**src/rtl/wr_stream_packer_if.sv**
```systemverilog
// ---------------------------------------------------------------------------
// wr_stream_packer_if
//   Bundles the word-stream input handshake and the byte-wide FIFO write port
//   of wr_stream_packer.
//
//   Stream side : s_valid, s_data (MSB byte first), s_last, s_ready
//   FIFO side   : fifo_w_en, fifo_wdata, fifo_wfull
//
//   Modports
//     slave  - the packer (consumes the stream, drives the FIFO write port)
//     master - the environment (drives the stream, models the FIFO)
// ---------------------------------------------------------------------------
interface wr_stream_packer_if #(
  parameter int DWIDTH   = 8,
  parameter int IN_BYTES = 4
);
  logic                         s_valid;
  logic [IN_BYTES*DWIDTH-1:0]   s_data;
  logic                         s_last;
  logic                         s_ready;
  logic                         fifo_w_en;
  logic [DWIDTH-1:0]            fifo_wdata;
  logic                         fifo_wfull;

  modport slave (
    input  s_valid, s_data, s_last, fifo_wfull,
    output s_ready, fifo_w_en, fifo_wdata
  );

  modport master (
    output s_valid, s_data, s_last, fifo_wfull,
    input  s_ready, fifo_w_en, fifo_wdata
  );
endinterface

```
**src/rtl/wr_stream_packer.sv**
```systemverilog
// ---------------------------------------------------------------------------
// wr_stream_packer
//   Serialises IN_BYTES-wide words into a byte stream for an async FIFO write
//   port. Each frame is written as:
//     SOF_BYTE, payload bytes (MSB byte of each word first), XOR checksum.
//   Consecutive words of one frame are accepted without a bubble, so a busy
//   FIFO sees one byte per cycle.
//
//   Ports
//     wclk, wrst_n : write-domain clock, asynchronous active-low reset
//     bus          : stream input + FIFO write port (wr_stream_packer_if.slave)
//     busy         : high whenever the FSM is not IDLE
//     frame_cnt    : completed frames, wraps 0xFFFF -> 0x0000
// ---------------------------------------------------------------------------
module wr_stream_packer #(
  parameter int                DWIDTH   = 8,
  parameter int                IN_BYTES = 4,
  parameter logic [DWIDTH-1:0] SOF_BYTE = 8'hA5
) (
  input  logic                 wclk,
  input  logic                 wrst_n,
  wr_stream_packer_if.slave    bus,
  output logic                 busy,
  output logic [15:0]          frame_cnt
);

  localparam int                IDX_W    = $clog2(IN_BYTES);
  localparam logic [IDX_W-1:0]  LAST_IDX = IDX_W'(IN_BYTES - 1);

  typedef enum logic [2:0] {
    IDLE,
    HDR,
    DATA,
    WAIT,
    TRAILER
  } state_t;

  state_t             state, state_nx;
  logic [IDX_W-1:0]   byte_idx;
  logic [DWIDTH-1:0]  hold_bytes [IN_BYTES];  // index 0 = most significant byte
  logic               hold_last;
  logic [DWIDTH-1:0]  csum;
  logic [DWIDTH-1:0]  cur_byte;
  logic               at_last;
  logic               accept;

  assign cur_byte = hold_bytes[byte_idx];
  assign at_last  = (byte_idx == LAST_IDX);
  assign accept   = bus.s_valid && bus.s_ready;
  assign busy     = (state != IDLE);

  // -------------------------------------------------------------------------
  // State register
  // -------------------------------------------------------------------------
  // NOTE: sequential state uses non-blocking assignments so every register
  // samples the pre-edge values, independent of process ordering.
  always_ff @(posedge wclk or negedge wrst_n) begin
    if (!wrst_n) state <= IDLE;
    else         state <= state_nx;
  end

  // -------------------------------------------------------------------------
  // Next-state and outputs. A full FIFO blocks every transition that depends
  // on a write, so the presented byte stays put until it is taken.
  // -------------------------------------------------------------------------
  // NOTE: every output gets a default before the case, so no path leaves a
  // signal unassigned and no latch is inferred.
  always_comb begin
    state_nx       = state;
    bus.s_ready    = 1'b0;
    bus.fifo_w_en  = 1'b0;
    bus.fifo_wdata = '0;
    unique case (state)
      IDLE: begin
        bus.s_ready = 1'b1;
        if (bus.s_valid) state_nx = HDR;
      end
      HDR: begin
        bus.fifo_w_en  = !bus.fifo_wfull;
        bus.fifo_wdata = SOF_BYTE;
        if (!bus.fifo_wfull) state_nx = DATA;
      end
      DATA: begin
        bus.fifo_w_en  = !bus.fifo_wfull;
        bus.fifo_wdata = cur_byte;
        // Take the next word on the same cycle the final byte leaves, so a
        // multi-word frame streams without a gap.
        bus.s_ready    = at_last && !bus.fifo_wfull && !hold_last;
        if (!bus.fifo_wfull && at_last) begin
          if (hold_last)        state_nx = TRAILER;
          else if (bus.s_valid) state_nx = DATA;
          else                  state_nx = WAIT;
        end
      end
      WAIT: begin
        bus.s_ready = 1'b1;
        if (bus.s_valid) state_nx = DATA;
      end
      TRAILER: begin
        bus.fifo_w_en  = !bus.fifo_wfull;
        bus.fifo_wdata = csum;
        if (!bus.fifo_wfull) state_nx = IDLE;
      end
      default: state_nx = IDLE;
    endcase
  end

  // -------------------------------------------------------------------------
  // Datapath: byte index, hold register, running checksum, frame counter.
  // A word load comes after the write handling so it wins on byte_idx when
  // the last byte and the next word coincide.
  // -------------------------------------------------------------------------
  // NOTE: the hold register is a handful of flops rather than a RAM, so it is
  // reset along with the rest of the state; do not do this for real memories.
  always_ff @(posedge wclk or negedge wrst_n) begin
    if (!wrst_n) begin
      byte_idx  <= '0;
      hold_last <= 1'b0;
      csum      <= '0;
      frame_cnt <= '0;
      for (int i = 0; i < IN_BYTES; i++) hold_bytes[i] <= '0;
    end else begin
      if (bus.fifo_w_en) begin
        unique case (state)
          HDR:     byte_idx <= '0;
          DATA: begin
            csum <= csum ^ cur_byte;
            if (!at_last) byte_idx <= byte_idx + 1'b1;
          end
          TRAILER: frame_cnt <= frame_cnt + 1'b1;
          default: ;
        endcase
      end
      if (accept) begin
        for (int i = 0; i < IN_BYTES; i++)
          hold_bytes[i] <= bus.s_data[(IN_BYTES-1-i)*DWIDTH +: DWIDTH];
        hold_last <= bus.s_last;
        byte_idx  <= '0;
        if (state == IDLE) csum <= '0;
      end
    end
  end

endmodule

```
**src/flat_wrapper.sv**
```systemverilog
// flat-port wrapper written by rule: the top's interface ports become plain ports
module wr_stream_packer_flat 
#(
  parameter int                DWIDTH   = 8,
  parameter int                IN_BYTES = 4,
  parameter logic [DWIDTH-1:0] SOF_BYTE = 8'hA5
)
  (wclk, wrst_n, busy, frame_cnt, bus_s_valid, bus_s_data, bus_s_last, bus_fifo_wfull, bus_s_ready, bus_fifo_w_en, bus_fifo_wdata);
  wr_stream_packer_if #(.DWIDTH(DWIDTH), .IN_BYTES(IN_BYTES)) bus_i ();
  input  logic wclk;
  input  logic wrst_n;
  output logic busy;
  output logic [15:0] frame_cnt;
  input wire logic [$bits(bus_i.s_valid)-1:0] bus_s_valid;
  input wire logic [$bits(bus_i.s_data)-1:0] bus_s_data;
  input wire logic [$bits(bus_i.s_last)-1:0] bus_s_last;
  input wire logic [$bits(bus_i.fifo_wfull)-1:0] bus_fifo_wfull;
  output wire logic [$bits(bus_i.s_ready)-1:0] bus_s_ready;
  output wire logic [$bits(bus_i.fifo_w_en)-1:0] bus_fifo_w_en;
  output wire logic [$bits(bus_i.fifo_wdata)-1:0] bus_fifo_wdata;
  assign bus_i.s_valid = bus_s_valid;
  assign bus_i.s_data = bus_s_data;
  assign bus_i.s_last = bus_s_last;
  assign bus_i.fifo_wfull = bus_fifo_wfull;
  assign bus_s_ready = bus_i.s_ready;
  assign bus_fifo_w_en = bus_i.fifo_w_en;
  assign bus_fifo_wdata = bus_i.fifo_wdata;
  wr_stream_packer #(.DWIDTH(DWIDTH), .IN_BYTES(IN_BYTES), .SOF_BYTE(SOF_BYTE)) u_core (.wclk(wclk), .wrst_n(wrst_n), .bus(bus_i), .busy(busy), .frame_cnt(frame_cnt));
endmodule
```
**config.mk**
```make
export PLATFORM = sky130hd
export DESIGN_NAME = wr_stream_packer_flat
export DESIGN_NICKNAME = d
export VERILOG_FILES = /design/src/rtl/wr_stream_packer_if.sv /design/src/rtl/wr_stream_packer.sv /design/src/flat_wrapper.sv
export SDC_FILE = /design/constraint.sdc
export NUM_CORES = 1
export LEC_CHECK = 0
export BUFFER_PORTS_ARGS = -buffer_cell sky130_fd_sc_hd__buf_2
export CORE_UTILIZATION = 40
export DETAILED_ROUTE_END_ITERATION = 6
export PLACE_DENSITY_LB_ADDON = 0.2
export SLEW_MARGIN = 20
export SYNTH_ARGS = -nofsm -noshare
export SYNTH_HDL_FRONTEND = slang
export SYNTH_SLANG_ARGS = --single-unit
```
**constraint.sdc**
```tcl
create_clock -name wclk -period 2 [get_ports wclk]
set_clock_uncertainty 0.05 [all_clocks]
set_input_delay 0.1 -clock wclk [delete_from_list [all_inputs] [get_ports wclk]]
set_output_delay 0.1 -clock wclk [all_outputs]
set_load 0.01 [all_outputs]
```
Yosys cells after proc, flatten, opt, wreduce, memory -nomap -nowiden --
Cells that the tools add are included.
Storage, ports and cells: logic and storage cells 61, bits of input ports 37, register bits 62
Cells by class: add/subtract/negate cells 2, bitwise gates (word level) 2, magnitude comparators 1, equality and inequality tests 11, muxes and demuxes 22, reduce and logical (&&, ||, !) cells 14
Operators by type and width (count):
- $mux W8 | 6
- $pmux W8 S3 | 1
- $mux W3 | 6
- $add A16 B1 Y16 const B | 1
- $bmux W8 S2 | 1
- $pmux W3 S5 | 1
- $ne A2 B2 Y1 const B | 4
- $xor A8 B8 Y8 | 1
- $eq A3 B2 Y1 const B | 2
- $mux W2 | 3
- $reduce_bool A3 Y1 | 2
- $reduce_and A5 Y1 | 1
- $pmux W2 S2 | 1
- $eq A3 B1 Y1 const B | 1
- $eq A3 B3 Y1 const B | 1
- $ge A3 B3 Y1 const B | 1
- $logic_and A1 B1 Y1 | 3
- $logic_not A3 Y1 | 1
- $ne A3 B3 Y1 const B | 1
- $not A2 Y3 | 1
- $reduce_and A3 Y1 | 1
- $reduce_or A3 Y1 | 1
- $add A2 B1 Y2 const B | 1
- $eq A2 B2 Y1 const B | 1
- other kinds (7) | 9

Logic depth before layout (Yosys ltp) --
Gate-level depths: netlist (run 1).
depth in word-level cells 9, mapped depth 6, gate-level depth less buffers 5

Least setup slack after synthesis (run 1) --
Ideal clock, no wire load.
path kind register -> register, start register u_core.byte_idx[0], end register u_core.hold_bytes[10] (netlist name), required time 1.825 ns, arrival time 1.806 ns, buffers on the path 1, stages on the path, launching flop included 7, library setup time 0.125 ns, path slack 0.018 ns, path through dfrtp_1 -> ha_1 -> or3b_4 -> a211oi_4 -> nand2_4 -> buf_6 -> mux2_4
Between the ends: longest elaborated chain between the ends 5
RTL lines:
- start: declaration | line wr_stream_packer.sv:39 | logic [IDX_W-1:0] byte_idx;
- start signal: assignment | line wr_stream_packer.sv:128 | if (!at_last) byte_idx <= byte_idx + 1'b1;
- $eq A2 B2 Y1 | line wr_stream_packer.sv:48 | assign at_last = (byte_idx == LAST_IDX);
- $logic_and A1 B1 Y1 (2 in a row) | line wr_stream_packer.sv:88 | bus.s_ready = at_last && !bus.fifo_wfull && !hold_last;
- $pmux W1 S2 | line wr_stream_packer.sv:73 | unique case (state)
- named net bus_s_ready | line flat_wrapper.sv:18 | output wire logic [$bits(bus_i.s_ready)-1:0] bus_s_ready;
- $logic_and A1 B1 Y1 | line wr_stream_packer.sv:49 | assign accept = bus.s_valid && bus.s_ready;
- end signal: indexed assignment | line wr_stream_packer.sv:136 | hold_bytes[i] <= bus.s_data[(IN_BYTES-1-i)*DWIDTH +: DWIDTH];
- end: declaration | line wr_stream_packer.sv:40 | logic [DWIDTH-1:0] hold_bytes [IN_BYTES];
The timed path passes the listed nets, and every way through them passes these cells. A chain may end at the register's enable or synchronous reset.

Final worst setup path (run 1) --
start register u_core.byte_idx[0], end register u_core.hold_bytes[10] (netlist name)
Between the ends: longest elaborated chain between the ends 5
RTL lines (line):
- $eq A2 B2 Y1 | wr_stream_packer.sv:48
- $logic_and A1 B1 Y1 (2 in a row) | wr_stream_packer.sv:88
- $pmux W1 S2 | wr_stream_packer.sv:73
- $logic_and A1 B1 Y1 | wr_stream_packer.sv:49
No other way between the ends.

==> results of run 1 <==
-- kinds of logic (layout without fill, tap and decap cells) --
group | after synthesis | in the layout | synth area share (%)
and+or+nand+nor | 70 | 70 | 11.9
DFF | 62 | 62 | 50.1
muxes | 43 | 43 | 22.0
AOI/OAI and AO/OA | 24 | 24 | 5.37
xor gates and xnor gates | 23 | 23 | 6.50
buffers and inverters | 18 | 144 | 3.27
adders and majority gates | 2 | 2 | 0.808
-- routing by layer --
| layer | routed length [um] | part of all wire, % | up-vias | global-route usage [%] |
|---|---|---|---|---|
| li1 | - | - | 1086 | - |
| met1 | 3020 | 46 | 1100 | 22.8 |
| met2 | 3200 | 49 | 50 | 28.8 |
| met3 | 224 | 3.4 | 12 | 4.31 |
| met4 | 148 | 2.2 | 0 | 8.60 |
| met5 | 0 | 0 | - | 0 |
-- through the flow --
stage / TNS, ps / area (sq um) / utilization [%] / cells / power [mW]
after floorplan: 0 / 3100 / - / 242 / 3.97
after global placement: 0 / 3650 / 49.5 / 416 / 4.75
after detailed placement: 0 / 3650 / 49.5 / 416 / 4.82
after CTS: -2.26 / 4250 / 57.6 / 468 / 6.04
after global routing: -1610 / 4250 / 57.6 / 467 / 6.40
final: -1.24 / 4250 / 57.6 / 467 / 6.01
-- report_power, final --
group	switching, mW	internal, mW
clock	0.446	0.536
sequential	0.327	1.74
combinational	1.24	1.72
total	2.01	4.00
-- worst max-delay path by stage --
stage	start	endpoint	depth (start not counted)
after global placement	u_core.byte_idx[0]$_DFFE_PN0P_	u_core.hold_bytes[11]$_DFFE_PN0N_	6
after detailed placement	u_core.byte_idx[1]$_DFFE_PN0P_	u_core.hold_bytes[11]$_DFFE_PN0N_	6
final	u_core.byte_idx[0]$_DFFE_PN0P_	u_core.hold_bytes[10]$_DFFE_PN0N_	6
after floorplan	u_core.byte_idx[0]$_DFFE_PN0P_	u_core.hold_bytes[10]$_DFFE_PN0N_	6
after global routing	u_core.byte_idx[0]$_DFFE_PN0P_	bus_s_ready	5
after CTS	u_core.byte_idx[0]$_DFFE_PN0P_	bus_fifo_wdata[3]	6
-- final cells by class --
class | count | share of cell area (%)
clock buffer | 13 | 3.98
clock inverter | 1 | 0.118
inverter | 7 | 0.619
multi-input combinational | 162 | 34.8
sequential | 62 | 36.6
tap | 99 | 2.92
timing repair buffer | 123 | 21.0
-- worst min-delay path, delay by kind of cell --
family / cells / cell delay [ps]
buffers and inverters: 2 / 260
AO/OA/AOI/OAI: 1 / 70
AND/OR/NAND/NOR: 1 / 80
-- state kept, by name (all words and copies together) (netlist names) --
signal             flops
u_core.csum            8
u_core.hold_last       1
u_core.frame_cnt      16
u_core.hold_bytes     32
u_core.byte_idx        2
u_core.state           3
-- synthesized netlist by cell type (2+ instances only) --
master | instances | area [sq um]
sky130_fd_sc_hd__a21oi_1 | 6 | 30.0
sky130_fd_sc_hd__a22oi_1 | 5 | 37.5
sky130_fd_sc_hd__and2_1 | 2 | 12.5
sky130_fd_sc_hd__buf_2 | 3 | 15.0
sky130_fd_sc_hd__buf_6 | 4 | 45.0
sky130_fd_sc_hd__clkbuf_1 | 4 | 15.0
sky130_fd_sc_hd__dfrtp_1 | 62 | 1550
sky130_fd_sc_hd__ha_1 | 2 | 25.0
sky130_fd_sc_hd__inv_1 | 7 | 26.3
sky130_fd_sc_hd__mux2_2 | 5 | 56.3
sky130_fd_sc_hd__mux2_4 | 29 | 435
sky130_fd_sc_hd__mux4_2 | 8 | 180
sky130_fd_sc_hd__nand2_1 | 20 | 75.1
sky130_fd_sc_hd__nand3_1 | 2 | 10.0
sky130_fd_sc_hd__nand4_1 | 3 | 18.8
sky130_fd_sc_hd__nor2_1 | 24 | 90.1
sky130_fd_sc_hd__nor2b_1 | 4 | 25.0
sky130_fd_sc_hd__nor3_1 | 3 | 15.0
sky130_fd_sc_hd__o21ai_0 | 6 | 30.0
sky130_fd_sc_hd__xnor2_1 | 6 | 52.6
sky130_fd_sc_hd__xor2_1 | 17 | 149
-- timing repair --
item	4_1_cts	5_1_grt
pin swaps	5	5
setup buffers	2	0
hold buffers	35	0
cloned	1	0
resized for setup	11	10
hold endpoints to repair	57	0
endpoints found under the setup margin	8	44
==> summary.md, run 1 <==
| Metric | Value |
|---|---|
| Final antenna diode count | 0 |
| Row count | 31 |
| Number of enable flip-flop cells after synthesis | 0 |
| Number of clock buffers inserted by TritonCTS | 9 |
| Crit path buffers/inverters | 1 |
| Core area | 7370 sq um |
| Vias in the first global route | 2318 |
| Die extent in x | 90.0 um |
| Post-DRT Antenna Nets | 0 |
| Clock sinks | 62 |
| Initial antenna violation count | 0 |
| Hold WC Path Type | primary input to register |
| Gr ovfl total | 0 |
| Half-perimeter wire length after detailed placement | 4.46 mm |
| Syn_nets | 281 |
| Starting Density | 42.0% |
| Boundary pin count | 64 |
| Drt wl/cell | 14.1 um |
| Largest net degree at the start of global routing | 26 |
| Max-capacitance violation count | 0 |
| Crit-path cells | ha_4, or3b_4, a211oi_4, nand2_4, buf_12, mux2_4 |
| Path depth of the worst reg2reg path | 6 |
| Worst setup margin | -1.24 ps |
| Netlist cell types | 41 |
| Critical Path AT | 2170 ps |
| CP max stage delay | 410 ps |
| Die area | 8100 sq um |
| Multi-input gate area | 1480 sq um |
| Routability cong. | 0.783 |
| Area growth from synthesis to final layout | 37.1% |
| Synth Area per Inst | 12.8 sq um |
| Peak VDD IR | 0.722 mV |
| DRC violation count after routing | 0 |
| Cell at the slowest stage of the critical path | sky130_fd_sc_hd__dfrtp_2 |
| Flop and latch count out of synthesis | 62 |
| Buffer type at the clock tree root | sky130_fd_sc_hd__clkbuf_8 |
| Setup slack at placement | 22.7 ps |
| Failing checks | negative setup slack |
| Most frequently used flop master after synthesis | sky130_fd_sc_hd__dfrtp_1 |
| Total track usage | 17.9% |
| Post-synthesis cell area | 3100 sq um |
| Worst slew slack as a fraction of its limit | 61.3% |
| Category of the worst setup path launch point | register |
| Drt pass-1 iters | 3 |
| Share of final-layout standard cells stronger than drive strength 1 | 42.4% |
| Starting DRC count in detailed routing | 71 |
| Fraction of synthesis flops using an asynchronous set or reset pin | 100% |
| Start of the worst register-to-register path | u_core.byte_idx[0]$_DFFE_PN0P_ |
| Clock buffer depth | 2 |
| Slew at the pin closest to its max-slew limit | 580 ps |
| Leakage power | 2.10 nW |
| Insertion delay to the later sink of the worst-skew pair | 340 ps |
| Type of the worst setup path | register to register |
| Worst Path Required | 2170 ps |
| Portion of the post-synthesis area used by sequential elements | 50.1% |
| Max Fclk | 500 MHz |
| Total wire length after detailed routing | 6.60 mm |
| Synthesized instance count | 242 |
| Total vias in the final route | 2248 |
| Count of port buffers added during placement | 63 |
| Final Setup Violations | 1 |
| Deepest level of the CTS H-tree | 3 |
| End point of the most critical hold path | u_core.state[2]$_DFFE_PN0P_ |
| Filler Cell Count | 617 |
| Startpoint of the lowest-slack hold path | bus_fifo_wfull |
| Die height | 90.0 um |
| Reg-to-reg critical path endpoint | u_core.hold_bytes[10]$_DFFE_PN0N_ |
| Warnings, synthesis | 0 |
| Fin. Hold Viols | 0 |
| Status | finished, violations left |
| CTS tree | done |
| CP max FO | 22 |
| Clock period minus final worst setup slack | 2000 ps |
| Reg2reg setup slack | -1 ps |
| Cell area power density | 1420 nW/um^2 |
| Register area | 1550 sq um |
| Final net count | 404 |
| Family with the most delay on the worst path | simple AND/OR/NAND/NOR gates |
| Worst Setup End Kind | register |
| Post-route worst hold slack | 164 ps |
| Most frequent cells in the layout | sky130_fd_sc_hd__buf_2 (62), sky130_fd_sc_hd__dfrtp_1 (60), sky130_fd_sc_hd__dlygate4sd3_1 (35) |
| Hold path cells | 4 |
| Worst-path clk slew | 60 ps |
| Most common cell after layout, fill and taps aside | sky130_fd_sc_hd__buf_2 |
| First-pass GRT wire length | 11.2 mm |
| Via density per instance | 4.81 |
| RSZ-0062 raised after global routing | yes |
| Period utilisation layout | 100% |
| Max-slew violation count | 0 |
Power figures use the tool's default switching activity.
==> run 2, diff against run 1 <==
Settings changed: MAX_ROUTING_LAYER from default to met4, RECOVER_POWER from default to 100.
==> summary.md, run 2 (same netlist as run 1, synthesis figures left out) <==
| Metric | Value |
|---|---|
| Total wire length after detailed routing | 6.64 mm (was 6.60 mm) |
| Slew at the pin closest to its max-slew limit | 1400 ps (was 580 ps) |
| Category of the worst setup path launch point | register (unchanged) |
| RSZ-0062 raised after global routing | yes (unchanged) |
| Reg2reg setup slack | 10 ps (was -1 ps) |
| Routability cong. | 0.794 (was 0.783) |
| Worst Setup End Kind | output port (was register) |
| Critical Path AT | 1850 ps (was 2170 ps) |
| Largest net degree at the start of global routing | 26 (unchanged) |
| Hold WC Path Type | primary input to register (unchanged) |
| Period utilisation layout | 99.8% (was 100%) |
| Worst-path clk slew | 60 ps (about the same) |
| Buffer type at the clock tree root | sky130_fd_sc_hd__clkbuf_8 (unchanged) |
| End point of the most critical hold path | u_core.state[2]$_DFFE_PN0P_ (unchanged) |
| Total track usage | 18.4% (was 17.9%) |
| Count of port buffers added during placement | 63 (unchanged) |
| Die height | 90.0 um (unchanged) |
| Max-slew violation count | 0 (unchanged) |
| Status | complete, no violations (was finished, violations left) |
| Clock buffer depth | 2 (unchanged) |
| Max-capacitance violation count | 0 (unchanged) |
| Clock sinks | 62 (unchanged) |
| Half-perimeter wire length after detailed placement | 4.46 mm (unchanged) |
| Register with the most flip-flops | u_core.hold_bytes (unchanged) |
| Most frequent cells in the layout | sky130_fd_sc_hd__dfrtp_1 (60), sky130_fd_sc_hd__buf_2 (44), sky130_fd_sc_hd__dlygate4sd3_1 (35) (was sky130_fd_sc_hd__buf_2 (62), sky130_fd_sc_hd__dfrtp_1 (60), sky130_fd_sc_hd__dlygate4sd3_1 (35)) |
| Util after Layout | 57.0% (was 57.6%) |
| Die area | 8100 sq um (unchanged) |
| Vias in the first global route | 2320 (was 2318) |
| Drt wl/cell | 14.2 um (was 14.1 um) |
| Total vias in the final route | 2247 (was 2248) |
| Number of clock buffers inserted by TritonCTS | 9 (unchanged) |
| Boundary pin count | 64 (unchanged) |
| Post-route worst hold slack | 164 ps (about the same) |
| Hold path cells | 4 (unchanged) |
| Starting Density | 42.0% (unchanged) |
| Type of the worst setup path | register to output port (was register to register) |
| Worst slew slack as a fraction of its limit | 6.99% (was 61.3%) |
| Most common cell after layout, fill and taps aside | sky130_fd_sc_hd__dfrtp_1 (was sky130_fd_sc_hd__buf_2) |
| Max reg flops | 32 (unchanged) |
| Path depth of the worst reg2reg path | 6 (unchanged) |
| Via density per instance | 4.81 (about the same) |
| Deepest level of the CTS H-tree | 3 (unchanged) |
| Starting DRC count in detailed routing | 89 (was 71) |
| DRC violation count after routing | 0 (unchanged) |
| Drt pass-1 iters | 4 (was 3) |
| Insertion delay to the later sink of the worst-skew pair | 330 ps (was 340 ps) |
| Post-DRT Antenna Nets | 0 (unchanged) |
| Core area | 7370 sq um (unchanged) |
| First-pass GRT wire length | 11.2 mm (about the same) |
| Row count | 31 (unchanged) |
| Area growth from synthesis to final layout | 35.6% (was 37.1%) |
| Fin. Hold Viols | 0 (unchanged) |
| Max Fclk | 501 MHz (was 500 MHz) |
| Setup TNS | 0 ps (was -1.24 ps) |
| CTS tree | done (unchanged) |
| Startpoint of the lowest-slack hold path | bus_fifo_wfull (unchanged) |
| Peak VDD IR | 0.727 mV (was 0.722 mV) |
| Reg-to-reg critical path endpoint | u_core.hold_bytes[10]$_DFFE_PN0N_ (unchanged) |
| Clock period minus final worst setup slack | 2000 ps (about the same) |
| Share of final-layout standard cells stronger than drive strength 1 | 36.7% (was 42.4%) |
| Worst Path Required | 1850 ps (was 2170 ps) |
| Start of the worst register-to-register path | u_core.byte_idx[0]$_DFFE_PN0P_ (unchanged) |
| Initial antenna violation count | 0 (unchanged) |
| Gr ovfl total | 0 (unchanged) |
| Final antenna diode count | 0 (unchanged) |
| Cell area power density | 1420 nW/um^2 (about the same) |
| Largest registers | u_core.hold_bytes x32, u_core.frame_cnt x16, u_core.csum x8 (unchanged) |
| Die extent in x | 90.0 um (unchanged) |
| CP max FO | 3 (was 22) |
| Final Setup Violations | 0 (was 1) |
| Final net count | 404 (unchanged) |
| Leakage power | 2.02 nW (was 2.10 nW) |
## run 2: cell types whose count changed in the layout (fill, tap and decap cells not counted), moves of 3 or more
cell,change
sky130_fd_sc_hd__clkbuf_1,+20
sky130_fd_sc_hd__buf_4,-5
sky130_fd_sc_hd__clkbuf_2,+3
sky130_fd_sc_hd__buf_2,-18
## run 2: power by group
part           leakage, nW  internal (mW)  switching [mW]
sequential           0.755           1.74           0.326
combinational         1.17           1.69            1.24
clock               0.0914          0.536           0.445
total                 2.02           3.96            2.01
## run 2: what timing repair did
item                                   CTS  global route
resized for setup                       11             8
setup endpoints to repair                8            44
endpoints found under the hold margin   57             0
gates cloned                             1             0
setup buffers                            2             0
pin swaps                                5             5
hold buffers                            35             0
## run 2: how the worst max path moves through the flow
stage / end / cells past startpoint / startpoint
floorplan: u_core.hold_bytes[10]$_DFFE_PN0N_ / 6 / u_core.byte_idx[0]$_DFFE_PN0P_
global placement: u_core.hold_bytes[11]$_DFFE_PN0N_ / 6 / u_core.byte_idx[0]$_DFFE_PN0P_
detailed placement: u_core.hold_bytes[11]$_DFFE_PN0N_ / 6 / u_core.byte_idx[1]$_DFFE_PN0P_
CTS: bus_fifo_wdata[3] / 6 / u_core.byte_idx[0]$_DFFE_PN0P_
global route: bus_s_ready / 5 / u_core.byte_idx[0]$_DFFE_PN0P_
finish: bus_s_ready / 5 / u_core.byte_idx[0]$_DFFE_PN0P_
## run 2: final cells by class
type                    instances  area [sq um]
fillers                       629          3170
inverters                       7          26.3
well taps                      99           124
clock inverters                 1          5.00
multi-input cells             162          1470
flip-flops and latches         62          1550
clock buffers                  13           169
repair buffers                123           850
## run 2: critical path: stages (launching register included)
cell	delay, ps
sky130_fd_sc_hd__dfrtp_2	420
sky130_fd_sc_hd__ha_4	140
sky130_fd_sc_hd__or3b_4	380
sky130_fd_sc_hd__a211oi_4	290
sky130_fd_sc_hd__buf_4	180
sky130_fd_sc_hd__buf_6	100
## run 2: per-layer routing
layer  up-vias  GRT usage [%]  routed length, um
met5         -              -                  0
li1       1084              -                  -
met4         0           8.60                145
met3        15           3.55                226
met1      1094           23.2               3070
met2        54           28.8               3200
## run 2: stage by stage
stage / instance area, sq um / total power [mW] / instances / worst slack, ps
CTS: 4250 / 6.04 / 468 / -2.26
floorplan: 3100 / 3.97 / 242 / 18.5
detailed placement: 3650 / 4.82 / 416 / 22.7
global placement: 3650 / 4.75 / 416 / 77.4
finish: 4200 / 5.97 / 467 / 4.72
global route: 4200 / 6.36 / 467 / -66.4
==> run 3, diff against run 2 <==
Settings changed: BUFFER_PORTS_ARGS -buffer_cell sky130_fd_sc_hd__buf_2 to -buffer_cell sky130_fd_sc_hd__buf_4, CORE_ASPECT_RATIO from default to 2.
==> summary.md, run 3 (same netlist as run 1, synthesis figures left out) <==
| Metric | Value |
|---|---|
| RSZ-0062 raised after global routing | yes (unchanged) |
| Number of clock buffers inserted by TritonCTS | 9 (unchanged) |
| Worst Setup End Kind | register (was output port) |
| Initial antenna violation count | 0 (unchanged) |
| Deepest level of the CTS H-tree | 3 (unchanged) |
| Logic gate share of total power | 46.9% (was 49.0%) |
| Half-perimeter wire length after detailed placement | 4.55 mm (was 4.46 mm) |
| Register area | 1550 sq um (unchanged) |
| Starting DRC count in detailed routing | 89 (unchanged) |
| Drt wl/cell | 15.3 um (was 14.2 um) |
| Area growth from synthesis to final layout | 44.1% (was 35.6%) |
| Die area | 8120 sq um (was 8100 sq um) |
| CTS tree | done (unchanged) |
| Internal power consumption | 4.66 mW (was 3.96 mW) |
| Share of final-layout standard cells stronger than drive strength 1 | 38.3% (was 36.7%) |
| Period utilisation layout | 99.6% (was 99.8%) |
| Start of the worst register-to-register path | u_core.byte_idx[0]$_DFFE_PN0P_ (unchanged) |
| First-pass GRT wire length | 11.4 mm (was 11.2 mm) |
| Hold WC Path Type | primary input to register (unchanged) |
| Total wire length after detailed routing | 7.04 mm (was 6.64 mm) |
| Util after Layout | 59.1% (was 57.0%) |
| Die height | 126 um (was 90.0 um) |
| Max Fclk | 502 MHz (was 501 MHz) |
| Total vias in the final route | 2273 (was 2247) |
| CP max FO | 17 (was 3) |
| Path depth of the worst reg2reg path | 6 (unchanged) |
| Leakage power | 2.13 nW (was 2.02 nW) |
| Setup slack at placement | 41.5 ps (was 22.7 ps) |
| Post-DRT Antenna Nets | 0 (unchanged) |
| Max reg flops | 32 (unchanged) |
| Global routing met1 resource utilization | 20.7% (was 23.2%) |
| Global-route met3 utilization | 4.05% (was 3.55%) |
| Max-slew violation count | 0 (unchanged) |
| Worst slew slack as a fraction of its limit | 8.74% (was 6.99%) |
| DRC violation count after routing | 0 (unchanged) |
| Largest net degree at the start of global routing | 63 (was 26) |
| Post-route worst hold slack | 75.4 ps (was 164 ps) |
| Register with the most flip-flops | u_core.hold_bytes (unchanged) |
| Insertion delay to the later sink of the worst-skew pair | 330 ps (about the same) |
| Most common cell after layout, fill and taps aside | sky130_fd_sc_hd__buf_4 (was sky130_fd_sc_hd__dfrtp_1) |
| Boundary pin count | 64 (unchanged) |
| Clock period minus final worst setup slack | 1990 ps (was 2000 ps) |
| Crit-path cells | ha_1, or3b_4, a211oi_4, nand2_4, buf_16, mux2_4 (was ha_4, or3b_4, a211oi_4, buf_4, buf_6) |
| End point of the most critical hold path | u_core.state[2]$_DFFE_PN0P_ (unchanged) |
| Total track usage | 19.4% (was 18.4%) |
| Category of the worst setup path launch point | register (unchanged) |
| Final net count | 402 (was 404) |
| Buffer type at the clock tree root | sky130_fd_sc_hd__clkbuf_16 (was sky130_fd_sc_hd__clkbuf_8) |
| Status | complete, no violations (unchanged) |
| Clock buffer depth | 2 (unchanged) |
| CP max stage delay | 390 ps (was 420 ps) |
| Design Area, Final | 4460 sq um (was 4200 sq um) |
| Count of port buffers added during placement | 63 (unchanged) |
| Switching power | 2.13 mW (was 2.01 mW) |
| Slew at the pin closest to its max-slew limit | 1370 ps (was 1400 ps) |
| Drt pass-1 iters | 4 (unchanged) |
| Reg2reg setup slack | 7 ps (was 10 ps) |
| Worst Path Required | 2160 ps (was 1850 ps) |
| Hold path cells | 3 (was 4) |
| Worst setup margin | 7.39 ps (was 4.72 ps) |
| Power Total | 6.79 mW (was 5.97 mW) |
| Met2 track utilization from global routing | 33.1% (was 28.8%) |
| Gr ovfl total | 0 (unchanged) |
| Critical Path AT | 2150 ps (was 1850 ps) |
| Final Setup Violations | 0 (unchanged) |
| Routability cong. | 0.802 (was 0.794) |
| Cell at the slowest stage of the critical path | sky130_fd_sc_hd__or3b_4 (was sky130_fd_sc_hd__dfrtp_2) |
| Filler Cell Count | 654 (was 629) |
| Clock Power Share | 22.5% (was 16.4%) |
| Family with the most delay on the worst path | simple AND/OR/NAND/NOR gates (was flip-flops) |
| Crit path buffers/inverters | 1 (was 2) |
| Row count | 45 (was 31) |
| Multi-input gate area | 1480 sq um (was 1470 sq um) |
| Cell area power density | 1520 nW/um^2 (was 1420 nW/um^2) |
| Vias in the first global route | 2375 (was 2320) |
| Peak VDD IR | 0.763 mV (was 0.727 mV) |
| Final antenna diode count | 0 (unchanged) |
| Most frequent cells in the layout | sky130_fd_sc_hd__buf_4 (62), sky130_fd_sc_hd__dfrtp_1 (60), sky130_fd_sc_hd__dlygate4sd3_1 (35) (was sky130_fd_sc_hd__dfrtp_1 (60), sky130_fd_sc_hd__buf_2 (44), sky130_fd_sc_hd__dlygate4sd3_1 (35)) |
| Via density per instance | 4.94 (was 4.81) |
| Switching Fraction | 31.4% (was 33.6%) |
| Die extent in x | 64.2 um (was 90.0 um) |
| Core area | 7540 sq um (was 7370 sq um) |
| Reg-to-reg critical path endpoint | u_core.hold_bytes[9]$_DFFE_PN0N_ (was u_core.hold_bytes[10]$_DFFE_PN0N_) |
| Sequential cell fraction of total power | 30.7% (was 34.6%) |
| Max-capacitance violation count | 0 (unchanged) |
| Clock sinks | 62 (unchanged) |
| Worst-path clk slew | 50 ps (was 60 ps) |
| Area of placed instances | 3740 sq um (was 3650 sq um) |
| Starting Density | 41.0% (was 42.0%) |
| Fin. Hold Viols | 0 (unchanged) |
| Type of the worst setup path | register to register (was register to output port) |
| Startpoint of the lowest-slack hold path | bus_fifo_wfull (unchanged) |
| Largest registers | u_core.hold_bytes x32, u_core.frame_cnt x16, u_core.csum x8 (unchanged) |
| GR peak layer | met2 (unchanged) |
-- run 3: changes by cell type in the layout (fill, tap and decap cells not counted), sizes merged --
cell	previous run	this run
bufinv	0	1
clkinv	1	0
clkbuf	36	31
buf	65	68
-- run 3: layer usage --
| metal | up-vias | wire, um | part of all wire, % |
|---|---|---|---|
| met4 | 0 | 166 | 2.4 |
| li1 | 1094 | - | - |
| met2 | 54 | 3870 | 55 |
| met3 | 13 | 233 | 3.3 |
| met5 | - | 0 | 0 |
| met1 | 1112 | 2770 | 39 |
-- run 3: cell type report --
type,instances,area share [%]
flip-flops and latches,62,34.8
clock inverters,1,0.673
clock buffers,13,5.83
multi-input cells,162,33.1
inverters,7,0.589
repair buffers,121,22.4
well taps,94,2.64
-- run 3: worst min-delay path: stages --
cell and delay (ps):
sky130_fd_sc_hd__buf_4 150, sky130_fd_sc_hd__a32oi_1 70, sky130_fd_sc_hd__nor2_1 80
-- run 3: stage by stage --
stage,TNS [ps],instances
5_1_grt,-1090,460
6_report,0,460
2_1_floorplan,0,242
3_5_place_dp,0,404
4_1_cts,-28.7,456
3_3_place_gp,0,404
-- run 3: what timing repair did --
action	CTS	global route
hold buffers	35	0
buffers inserted	2	3
cloned	1	2
endpoints found under the hold margin	96	0
gates resized for setup	10	8
pin swaps	3	5
endpoints found under the setup margin	6	43
-- run 3: how the worst max path moves through the flow --
| stage | startpoint | to | slack [ps] | cells after the start |
|---|---|---|---|---|
| after CTS | u_core.byte_idx[0]$_DFFE_PN0P_ | u_core.hold_bytes[0]$_DFFE_PN0N_ | -5 | 6 |
| after global placement | u_core.byte_idx[0]$_DFFE_PN0P_ | u_core.hold_bytes[0]$_DFFE_PN0N_ | 70 | 6 |
| after detailed placement | u_core.byte_idx[1]$_DFFE_PN0P_ | u_core.hold_bytes[8]$_DFFE_PN0N_ | 40 | 6 |
| after floorplan | u_core.byte_idx[0]$_DFFE_PN0P_ | u_core.hold_bytes[10]$_DFFE_PN0N_ | 20 | 6 |
| final | u_core.byte_idx[0]$_DFFE_PN0P_ | u_core.hold_bytes[9]$_DFFE_PN0N_ | 7 | 6 |
| after global routing | u_core.byte_idx[0]$_DFFE_PN0P_ | bus_fifo_wdata[4] | -50 | 6 |
-- run 3: power groups by stage --
stage	logic (mW)	registers (mW)	clock network [mW]
CTS	3.08	2.08	1.57
finish	3.18	2.08	1.52
global route	3.41	2.14	1.61
global placement	2.80	2.05	0
floorplan	2.02	1.96	0
detailed placement	2.85	2.08	0
